## src/rtl/uart_word_rx.sv

```systemverilog
// 8N1 UART receiver (optional even parity via UART_RX_PARITY_EN) that packs DATA_BYTES bytes
// into one AXI-Stream word, with glitch rejection, frame/parity/overrun/timeout reporting.
module uart_word_rx #(
  parameter int unsigned DATA_BYTES   = 8,
  parameter int unsigned TIMEOUT_BITS = 32
) (
  input  logic                    clk,
  input  logic                    rst,
  input  logic                    rxd,
  input  logic [15:0]             prescale,
  output logic [8*DATA_BYTES-1:0] m_axis_tdata,
  output logic                    m_axis_tvalid,
  input  logic                    m_axis_tready,
  output logic                    rx_busy,
  output logic                    frame_error,
  output logic                    parity_error,
  output logic                    overrun_error,
  output logic                    timeout_error
);

  localparam int unsigned WordW = 8 * DATA_BYTES;
  localparam int unsigned IdxW  = (DATA_BYTES > 1) ? $clog2(DATA_BYTES) : 1;

  typedef enum logic [2:0] {StIdle, StStart, StData, StParity, StStop} state_e;

  state_e            state_q;
  logic              rxd_s1, rxd_s2;
  logic [18:0]       timer_q;
  logic [15:0]       presc_q;
  logic [2:0]        bit_cnt_q;
  logic [7:0]        shreg_q;
  logic [IdxW-1:0]   byte_idx_q;
  logic [WordW-1:0]  asm_q;
  logic [18:0]       to_clk_q;
  logic [31:0]       to_bits_q;
`ifdef UART_RX_PARITY_EN
  logic              par_bad_q;
`endif

  logic [18:0]      half_load, full_load;
  logic             start_det, expire, stop_samp, frame_bad, par_ok, par_err, byte_ok;
  logic             last_byte, handshake, bit_tick, to_active, to_fire;
  logic [WordW-1:0] word_next;

  always_ff @(posedge clk or negedge rst) begin
    if (!rst) begin
      rxd_s1 <= 1'b1;
      rxd_s2 <= 1'b1;
    end else begin
      rxd_s1 <= rxd;
      rxd_s2 <= rxd_s1;
    end
  end

  always_comb begin
    half_load = {1'b0, prescale, 2'b00} - 19'd1;
    full_load = {presc_q, 3'b000} - 19'd1;
    start_det = (state_q == StIdle) && !rxd_s2 && (prescale != 16'd0);
    expire    = (timer_q == 19'd0);
    stop_samp = (state_q == StStop) && expire;
    frame_bad = stop_samp && !rxd_s2;
`ifdef UART_RX_PARITY_EN
    par_ok    = !par_bad_q;
`else
    par_ok    = 1'b1;
`endif
    // A bad stop bit masks a parity mismatch on the same byte.
    par_err   = stop_samp && rxd_s2 && !par_ok;
    byte_ok   = stop_samp && rxd_s2 && par_ok;
    last_byte = (byte_idx_q == IdxW'(DATA_BYTES - 1));
    handshake = m_axis_tvalid && m_axis_tready;
    word_next = asm_q;
    for (int unsigned i = 0; i < DATA_BYTES; i++) begin
      if (byte_idx_q == IdxW'(i)) word_next[8*i +: 8] = shreg_q;
    end
    bit_tick  = (to_clk_q == full_load);
    to_active = (TIMEOUT_BITS != 0) && (state_q == StIdle) && (byte_idx_q != '0) && !start_det;
    to_fire   = to_active && bit_tick && (to_bits_q == TIMEOUT_BITS - 1);
  end

  // Bit-level receive FSM.
  always_ff @(posedge clk or negedge rst) begin
    if (!rst) begin
      state_q   <= StIdle;
      timer_q   <= '0;
      presc_q   <= '0;
      bit_cnt_q <= '0;
      shreg_q   <= '0;
      rx_busy   <= 1'b0;
`ifdef UART_RX_PARITY_EN
      par_bad_q <= 1'b0;
`endif
    end else begin
      case (state_q)
        StIdle: begin
          if (start_det) begin
            state_q <= StStart;
            timer_q <= half_load;
            presc_q <= prescale;
            rx_busy <= 1'b1;
`ifdef UART_RX_PARITY_EN
            par_bad_q <= 1'b0;
`endif
          end
        end
        StStart: begin
          if (!expire) begin
            timer_q <= timer_q - 19'd1;
          end else if (!rxd_s2) begin
            state_q   <= StData;
            timer_q   <= full_load;
            bit_cnt_q <= '0;
          end else begin
            state_q <= StIdle;
            rx_busy <= 1'b0;
          end
        end
        StData: begin
          if (!expire) begin
            timer_q <= timer_q - 19'd1;
          end else begin
            shreg_q   <= {rxd_s2, shreg_q[7:1]};
            timer_q   <= full_load;
            bit_cnt_q <= bit_cnt_q + 3'd1;
            if (bit_cnt_q == 3'd7) begin
`ifdef UART_RX_PARITY_EN
              state_q <= StParity;
`else
              state_q <= StStop;
`endif
            end
          end
        end
`ifdef UART_RX_PARITY_EN
        StParity: begin
          if (!expire) begin
            timer_q <= timer_q - 19'd1;
          end else begin
            par_bad_q <= (rxd_s2 != ^shreg_q);
            timer_q   <= full_load;
            state_q   <= StStop;
          end
        end
`endif
        StStop: begin
          if (!expire) begin
            timer_q <= timer_q - 19'd1;
          end else begin
            state_q <= StIdle;
            rx_busy <= 1'b0;
          end
        end
        default: begin
          state_q <= StIdle;
          rx_busy <= 1'b0;
        end
      endcase
    end
  end

  // Byte packer, output register and inter-byte timeout.
  always_ff @(posedge clk or negedge rst) begin
    if (!rst) begin
      byte_idx_q    <= '0;
      asm_q         <= '0;
      m_axis_tdata  <= '0;
      m_axis_tvalid <= 1'b0;
      frame_error   <= 1'b0;
      overrun_error <= 1'b0;
      timeout_error <= 1'b0;
      to_clk_q      <= '0;
      to_bits_q     <= '0;
    end else begin
      frame_error   <= frame_bad;
      overrun_error <= 1'b0;
      timeout_error <= to_fire;
      if (handshake) m_axis_tvalid <= 1'b0;

      if (frame_bad || par_err) begin
        byte_idx_q <= '0;
      end else if (byte_ok) begin
        asm_q <= word_next;
        if (last_byte) begin
          byte_idx_q <= '0;
          if (!m_axis_tvalid || handshake) begin
            m_axis_tdata  <= word_next;
            m_axis_tvalid <= 1'b1;
          end else begin
            overrun_error <= 1'b1;
          end
        end else begin
          byte_idx_q <= byte_idx_q + IdxW'(1);
        end
      end else if (to_fire) begin
        byte_idx_q <= '0;
        asm_q      <= '0;
      end

      if (!to_active) begin
        to_clk_q  <= '0;
        to_bits_q <= '0;
      end else if (bit_tick) begin
        to_clk_q  <= '0;
        to_bits_q <= to_bits_q + 32'd1;
      end else begin
        to_clk_q <= to_clk_q + 19'd1;
      end
    end
  end

`ifdef UART_RX_PARITY_EN
  always_ff @(posedge clk or negedge rst) begin
    if (!rst) parity_error <= 1'b0;
    else      parity_error <= par_err;
  end
`else
  assign parity_error = 1'b0;
`endif

endmodule

```

## config.mk

```make
export PLATFORM = sky130hd
export DESIGN_NAME = uart_word_rx
export DESIGN_NICKNAME = d
export VERILOG_FILES = /design/src/rtl/uart_word_rx.sv
export SDC_FILE = /design/constraint.sdc
export NUM_CORES = 1
export LEC_CHECK = 0
export CAP_MARGIN = 0
export CORE_AREA = 2 2 190 192
export CTS_CLUSTER_SIZE = 24
export DETAILED_ROUTE_END_ITERATION = 10
export DIE_AREA = 0 0 192 194
export HOLD_SLACK_MARGIN = 0.15
export PLACE_DENSITY_LB_ADDON = 0.3
export SLEW_MARGIN = 5
export SYNTH_ARGS = -nofsm -noshare
export SYNTH_HDL_FRONTEND = slang
export SYNTH_SLANG_ARGS = --single-unit
export TNS_END_PERCENT = 50
```

## constraint.sdc

```tcl
create_clock -name clk -period 5.6 [get_ports clk]
set_clock_uncertainty 0.15 [all_clocks]
set_input_delay 1.12 -clock clk [delete_from_list [all_inputs] [get_ports clk]]
set_output_delay 1.12 -clock clk [all_outputs]
set_load 0.03 [all_outputs]
```

==> summary.md, run 1 <==
| Metric | Value |
|---|---|
| Status | finished, final reports clean |
| Initial antenna violation count | 0 |
| Avg WL per Cell | around 17 µm |
| Die width | 192 µm |
| H-tree level count | 1 |
| DIE AREA | roughly 37000 µm² |
| Detail Route Antenna Nets | 0 |
| DRC | 0 |
| Synth cell types | 68 |
| CTS sink cnt | 230 |
| CP Data Required Time | 5920 ps |
| Final instance area | around 14000 µm² |
| Vias per cell | 5.32 |
| Final count of hold timing violations | 0 |
| Port Buf Inserts | a little under 90 |
| Die Ht | 194 µm |
| Share of Yosys cell area claimed by the top area cell type | 0.468 |
| Tmin final | 4580 ps |
| Pwr/cell area | 252 nW/µm² |
| F_max | between 200 and 250 MHz |
| First-pass GRT wire length | 50700 µm |
| MaxCap Viol Count | 0 |
| Largest net degree at the start of global routing | 121 |
| Antenna diodes | 0 |
| Post-synthesis xor/xnor area fraction | 0.0501 |
| FF-to-FF End | to_bits_q[16] |
| Top cells by area, synth | dfrtp_1 (47%), nand2_1 (6.9%), o21ai_0 (6.5%), mux2i_1 (5.1%), xnor2_1 (2.9%) |
| Crit path kind | flip-flop to flip-flop |
| Worst path bufs/invs | 1 |
| Tightest Pin Transition | 1060 ps |
| Critical-path top delay cell | nor4_1 |
| Post-CTS setup buffer count | 0 |
| CTS root buf | clkbuf_16 |
| Std-Cell Rows | 69 |
| Area post-placement | 13400 µm² |
| Layout area overhead | 16.5% |
| Final setup fails | 0 |
| Worst path top cell family by delay | simple AND/OR/NAND/NOR gates |
| Vias in the first global route | 9584 |
| WL final | just over 30000 µm |
| Crit path cell chain | or4_1, nor4_1, xnor2_1, o221a_2, or4b_1, buf_4, or4_1, a21oi_1 |
| Worst-path clk slew | 60 ps |
| Crit Path Max Fanout | 23 |
| Syn nets | about 1400 |
| EDFF count, synth | 0 |
| Top FF cell, synth | dfrtp_1 |
| Peak VDD IR | between 0.15 and 0.2 mV |
| Max Root-Sink Buffers | 3 |
| Hold_sp | rxd_s1 |
| Critical Path Start Type | flip-flop |
| Largest family of logic cells by synthesized area | simple AND/OR/NAND/NOR gates |
| Hold Crit Depth | 0 |
| Total congestion overflow | 0 |
| GR Util All Layers | 0.166 |
| Hpwl dp | 20500 µm |
| Max transition margin | 0.292 |
| Place WS | 981 ps |
| Gates resized, CTS repair | 0 |
| WP data arrival | 4890 ps |
| Post-synthesis sequential area ratio | 0.472 |
| Synth Area in Compound Gates | 0.133 |
| Worst Hold Class | flip-flop to flip-flop |
| Worst Hold End | rxd_s2 |
| Core area | 35200 µm² |
| Final GP Congestion | 0.869 |
| 1st-iter DRT viols | 692 |
| Reg2Reg Launch Point | presc_q[5] |
| CP endpoint kind | flip-flop |
| Area leader, netlist | dfrtp_1 |
| Share of layout cells above drive strength 1 | 0.0703 |
| Fin worst setup slack | 1020 ps |
| Cts hold-fix bufs | 0 |
| WHS | 204 ps |
| TritonCTS clock tree | yes |
| Post-Syn Instances | 1331 |
| TritonCTS buffer count | 27 |
| Yosys warns | 0 |
| Synth Register Bits | 230 |
| Clk_lat worst skew | 550 ps |
| Top-count cell post-synth | dfrtp_1 |
| Crit-path most repeated cell | or4_1 |
| Unrepaired setup endpoints after global routing | no |
| Cell count of the worst reg-to-reg path | 8 |
| DR vias | 9785 |
| Post-Syn Area per Cell | 9.16 µm² |
| Cell leakage power | 6.08 nW |
| Cell area after synthesis | 12200 µm² |
| Mux contribution to synthesized area | 0.0768 |
| DRT Pass-1 Iters | 5 |
| Ys async rst share | 1.00 |
| FILL cells | 3529 |
| Commonest cells post-synth | dfrtp_1 (228), nand2_1 (225), o21ai_0 (158) |
| Max-slew violation count | 0 |
| Starting Density | 0.346 |
| Synth Area in Adders | 0.0142 |
| # IOs | 90 |
| Crit path largest cell delay | ~860 ps |
| Post-route setup TNS | 0 ps |
| Worst reg-to-reg setup slack | 1020 ps |
| Synth Area in Simple Gates | 0.210 |
| Final net count | between 1000 and 1500 |
| Final worst-path cycle share | 0.817 |
cells in the final DEF (no fill, tap or decap), types with 30 or more instances in the layout:
cell               n
nor2_1            81
nand3_1           43
nand2_1          224
or4_1             30
o21ai_0          157
a21oi_1           48
mux2i_1           62
dfrtp_1          228
xnor2_1           40
clkdlybuf4s50_1   87
routing by layer:
layer / global-route usage / up-vias / part of all wire
met5: 0 / - / 0
met4: 0.0483 / 0 / 0.029
met3: 0.0208 / 49 / 0.035
met2: 0.276 / 187 / 0.47
met1: 0.226 / 4783 / 0.46
li1: - / 4766 / -
state kept, by name (all words and copies together), names as in the netlist:
signal / flops
m_axis_tdata: 64
asm_q: 56
to_bits_q: 32
timer_q: 19
to_clk_q: 19
presc_q: 16
shreg_q: 8
bit_cnt_q: 3
byte_idx_q: 3
state_q: 3
frame_error: 1
m_axis_tvalid: 1
overrun_error: 1
rx_busy: 1
rxd_s1: 1
rxd_s2: 1
timeout_error: 1
per-stage QoR:
step                 util  total power [mW]  std cells
finish              0.403              3.58       1840
global route        0.403              3.72       1840
CTS                 0.403              3.63       1840
detailed placement  0.380              1.97       1797
global placement    0.380              1.96       1797
floorplan               -              1.87       1331
power breakdown:
part | switching (mW) | internal [mW] | total, mW
registers | 0.0525 | 1.71 | 1.76
logic | 0.110 | 0.0661 | 0.176
clock network | 0.672 | 0.971 | 1.64
cell families after synthesis:
logic type,count (synthesis)
AOI/OAI and AO/OA,285
buffers and inverters,119
DFF,230
xor gates and xnor gates,65
muxes,90
and+or+nand+nor,527
other,1
adders and majority gates,14
worst register-to-register path: cells and delay by family (launching register included):
family,cells,cell delay (ps)
and+or+nand+nor,4,2860
DFF,1,440
AOI/OAI and AO/OA,2,410
buffers and inverters,1,370
xor gates and xnor gates,1,260
worst max path at each step:
stage / from / slack, ps / to / depth (start not counted)
final: presc_q[5] / 1020 / to_bits_q[16] / 8
after global routing: presc_q[5] / 690 / to_clk_q[9] / 7
after CTS: presc_q[5] / 1000 / to_bits_q[16] / 8
after detailed placement: prescale[1] / 980 / byte_idx_q[2] / 11
after global placement: prescale[0] / 1040 / byte_idx_q[2] / 11
after floorplan: prescale[0] / 1650 / byte_idx_q[2] / 12
layout make-up:
type	instances	area (µm²)	area share
clock buffer	41	798	0.0562
clock inverter	2	25.0	0.00176
inverter	23	86.3	0.00608
multi-input combinational	982	5940	0.419
sequential	230	5760	0.406
tap	461	577	0.0406
timing repair buffer	101	1010	0.0710
Power figures use the tool's default switching activity.
==> inputs of run 2 (changes only) <==
Clock period 5.6 ns to 4.3 ns, I/O delays scaled along.
==> summary.md, run 2 (synthesis gave the netlist of run 1 again) <==
| Metric | Value |
|---|---|
| Vias per cell | 5.33 (was 5.32) |
| Initial antenna violation count | 0 (unchanged) |
| Total power | 4.93 mW (was 3.58 mW) |
| Avg WL per Cell | 16.8 µm (about the same) |
| Tightest Pin Transition | 877 ps (was 1060 ps) |
| Peak VDD IR | 0.315 mV (was 0.200 mV) |
| Clk_lat worst skew | 550 ps (about the same) |
| Max Root-Sink Buffers | 3 (unchanged) |
| Core area | 35200 µm² (unchanged) |
| Final setup fails | 0 (unchanged) |
| Sequential cell area | 5760 µm² (unchanged) |
| Final GP Congestion | 0.869 (about the same) |
| Largest net degree at the start of global routing | 103 (was 121) |
| Status | finished, final reports clean (unchanged) |
| Die Ht | 194 µm (unchanged) |
| Worst-path clk slew | 60 ps (about the same) |
| CTS root buf | clkbuf_16 (unchanged) |
| Cells after DPL | 1815 (was 1797) |
| Antenna diodes | 0 (unchanged) |
| DIE AREA | 37200 µm² (unchanged) |
| DR vias | 9937 (was 9785) |
| Port Buf Inserts | 88 (unchanged) |
| Final instance area | 14500 µm² (was 14200 µm²) |
| Final net count | 1416 (was 1398) |
| 1st-iter DRT viols | 787 (was 692) |
| Layout area overhead | 18.7% (was 16.5%) |
| Vias in the first global route | 9760 (was 9584) |
| Most common cell after layout, fill and taps aside | dfrtp_1 (unchanged) |
| # IOs | 90 (unchanged) |
| Crit Path Max Fanout | 60 (was 23) |
| WP data arrival | 4360 ps (was 4890 ps) |
| Fin worst setup slack | 187 ps (was 1020 ps) |
| Cell leakage power | 6.25 nW (was 6.08 nW) |
| WL final | 31300 µm (was 30800 µm) |
| Final count of hold timing violations | 0 (unchanged) |
| Std-Cell Rows | 69 (unchanged) |
| First-pass GRT wire length | 52100 µm (was 50700 µm) |
| Tmin final | 4110 ps (was 4580 ps) |
| Place WS | 44.3 ps (was 981 ps) |
| Crit path kind | flip-flop to flip-flop (unchanged) |
| CP Data Required Time | 4550 ps (was 5920 ps) |
| Most frequent cells in the layout | dfrtp_1 (228), nand2_1 (224), o21ai_0 (157) (unchanged) |
| Post-CTS setup buffer count | 0 (unchanged) |
| DRC | 0 (unchanged) |
| Share of layout cells above drive strength 1 | 0.0877 (was 0.0703) |
| FILL cells | 3483 (was 3529) |
| Detail Route Antenna Nets | 0 (unchanged) |
| Unrepaired setup endpoints after global routing | no (unchanged) |
| Die width | 192 µm (unchanged) |
| Non-filler cells, final | 1864 (was 1840) |
| Worst Hold Class | flip-flop to flip-flop (unchanged) |
| Most flops, register | m_axis_tdata (unchanged) |
| TritonCTS buffer count | 27 (unchanged) |
| GR Util All Layers | 0.170 (was 0.166) |
| Max-slew violation count | 0 (unchanged) |
| DRT Pass-1 Iters | 5 (unchanged) |
| CTS sink cnt | 230 (unchanged) |
| CP endpoint kind | flip-flop (unchanged) |
| Hpwl dp | 21100 µm (was 20500 µm) |
| Area post-placement | 13500 µm² (was 13400 µm²) |
| Starting Density | 0.346 (unchanged) |
| Final worst-path cycle share | 0.957 (was 0.817) |
| Footprint of the multi-input gates | 5940 µm² (unchanged) |
| Total congestion overflow | 0 (unchanged) |
| MaxCap Viol Count | 0 (unchanged) |
| Max FFs per register | 64 (unchanged) |
| Post-route setup TNS | 0 ps (unchanged) |
| Max transition margin | 0.415 (was 0.292) |
| Critical Path Start Type | flip-flop (unchanged) |
| TritonCTS clock tree | yes (unchanged) |
| Pwr/cell area | 341 nW/µm² (was 252 nW/µm²) |
| Regs by FF count | m_axis_tdata (64), asm_q (56), to_bits_q (32) (unchanged) |
| H-tree level count | 1 (unchanged) |
| F_max | 243 MHz (was 218 MHz) |
run 2: changes by cell type in the layout (fill, tap and decap cells not counted):
cell and change:
clkinv_2 +4, buf_4 +16, clkbuf_1 -2, bufinv_16 +3
clkbuf_8 +1, buf_12 +2
run 2: timing repair:
item | 4_1_cts | 5_1_grt
gates resized for setup | 0 | 1
hold buffers | 0 | 0
setup endpoints to repair | 0 | 38
run 2: critical path, stage by stage, from the launching register on:
cell	delay [ps]
dfrtp_1	420
inv_1	100
ha_1	230
or4b_4	530
nor4_1	400
xnor2_1	220
a2111o_1	380
or4b_1	580
buf_12	200
nor4_4	310
buf_12	280
o21ai_0	150
run 2: area by class of cell:
| cell class | instances | area share |
|---|---|---|
| clock inverter | 9 | 0.00934 |
| sequential | 230 | 0.398 |
| multi-input combinational | 982 | 0.411 |
| clock buffer | 40 | 0.0556 |
| timing repair buffer | 119 | 0.0807 |
| inverter | 23 | 0.00596 |
| tap | 461 | 0.0399 |
run 2: worst paths after layout:
kind	depth (start not counted)	start	slack [ps]	to
min in group asynchronous	1	rst	240	m_axis_tdata[11]
worst max register to register	11	presc_q[0]	190	asm_q[28]
max in group asynchronous	2	rst	2800	rxd_s2
worst max-delay path	11	presc_q[0]	190	asm_q[28]
worst min register to register	0	rxd_s1	220	rxd_s2
worst min-delay path	0	rxd_s1	220	rxd_s2
run 2: per-layer routing:
metal | vias up | part of all wire | global-route usage
met5 | - | 0 | 0
li1 | 4811 | - | -
met1 | 4862 | 0.46 | 0.237
met3 | 50 | 0.043 | 0.0268
met2 | 214 | 0.47 | 0.275
met4 | 0 | 0.024 | 0.0447
run 2: power by group:
part           switching (mW)  leakage (nW)  internal, mW  total [mW]
registers              0.0704          2.81          2.22        2.29
logic                   0.144          2.98        0.0917       0.236
clock network           0.928         0.468          1.47        2.40
total                    1.14          6.25          3.79        4.93
run 2: stage by stage:
stage,hold slack (ps),utilization
floorplan,195,-
global placement,211,0.384
detailed placement,207,0.384
CTS,221,0.411
global route,228,0.411
finish,217,0.411
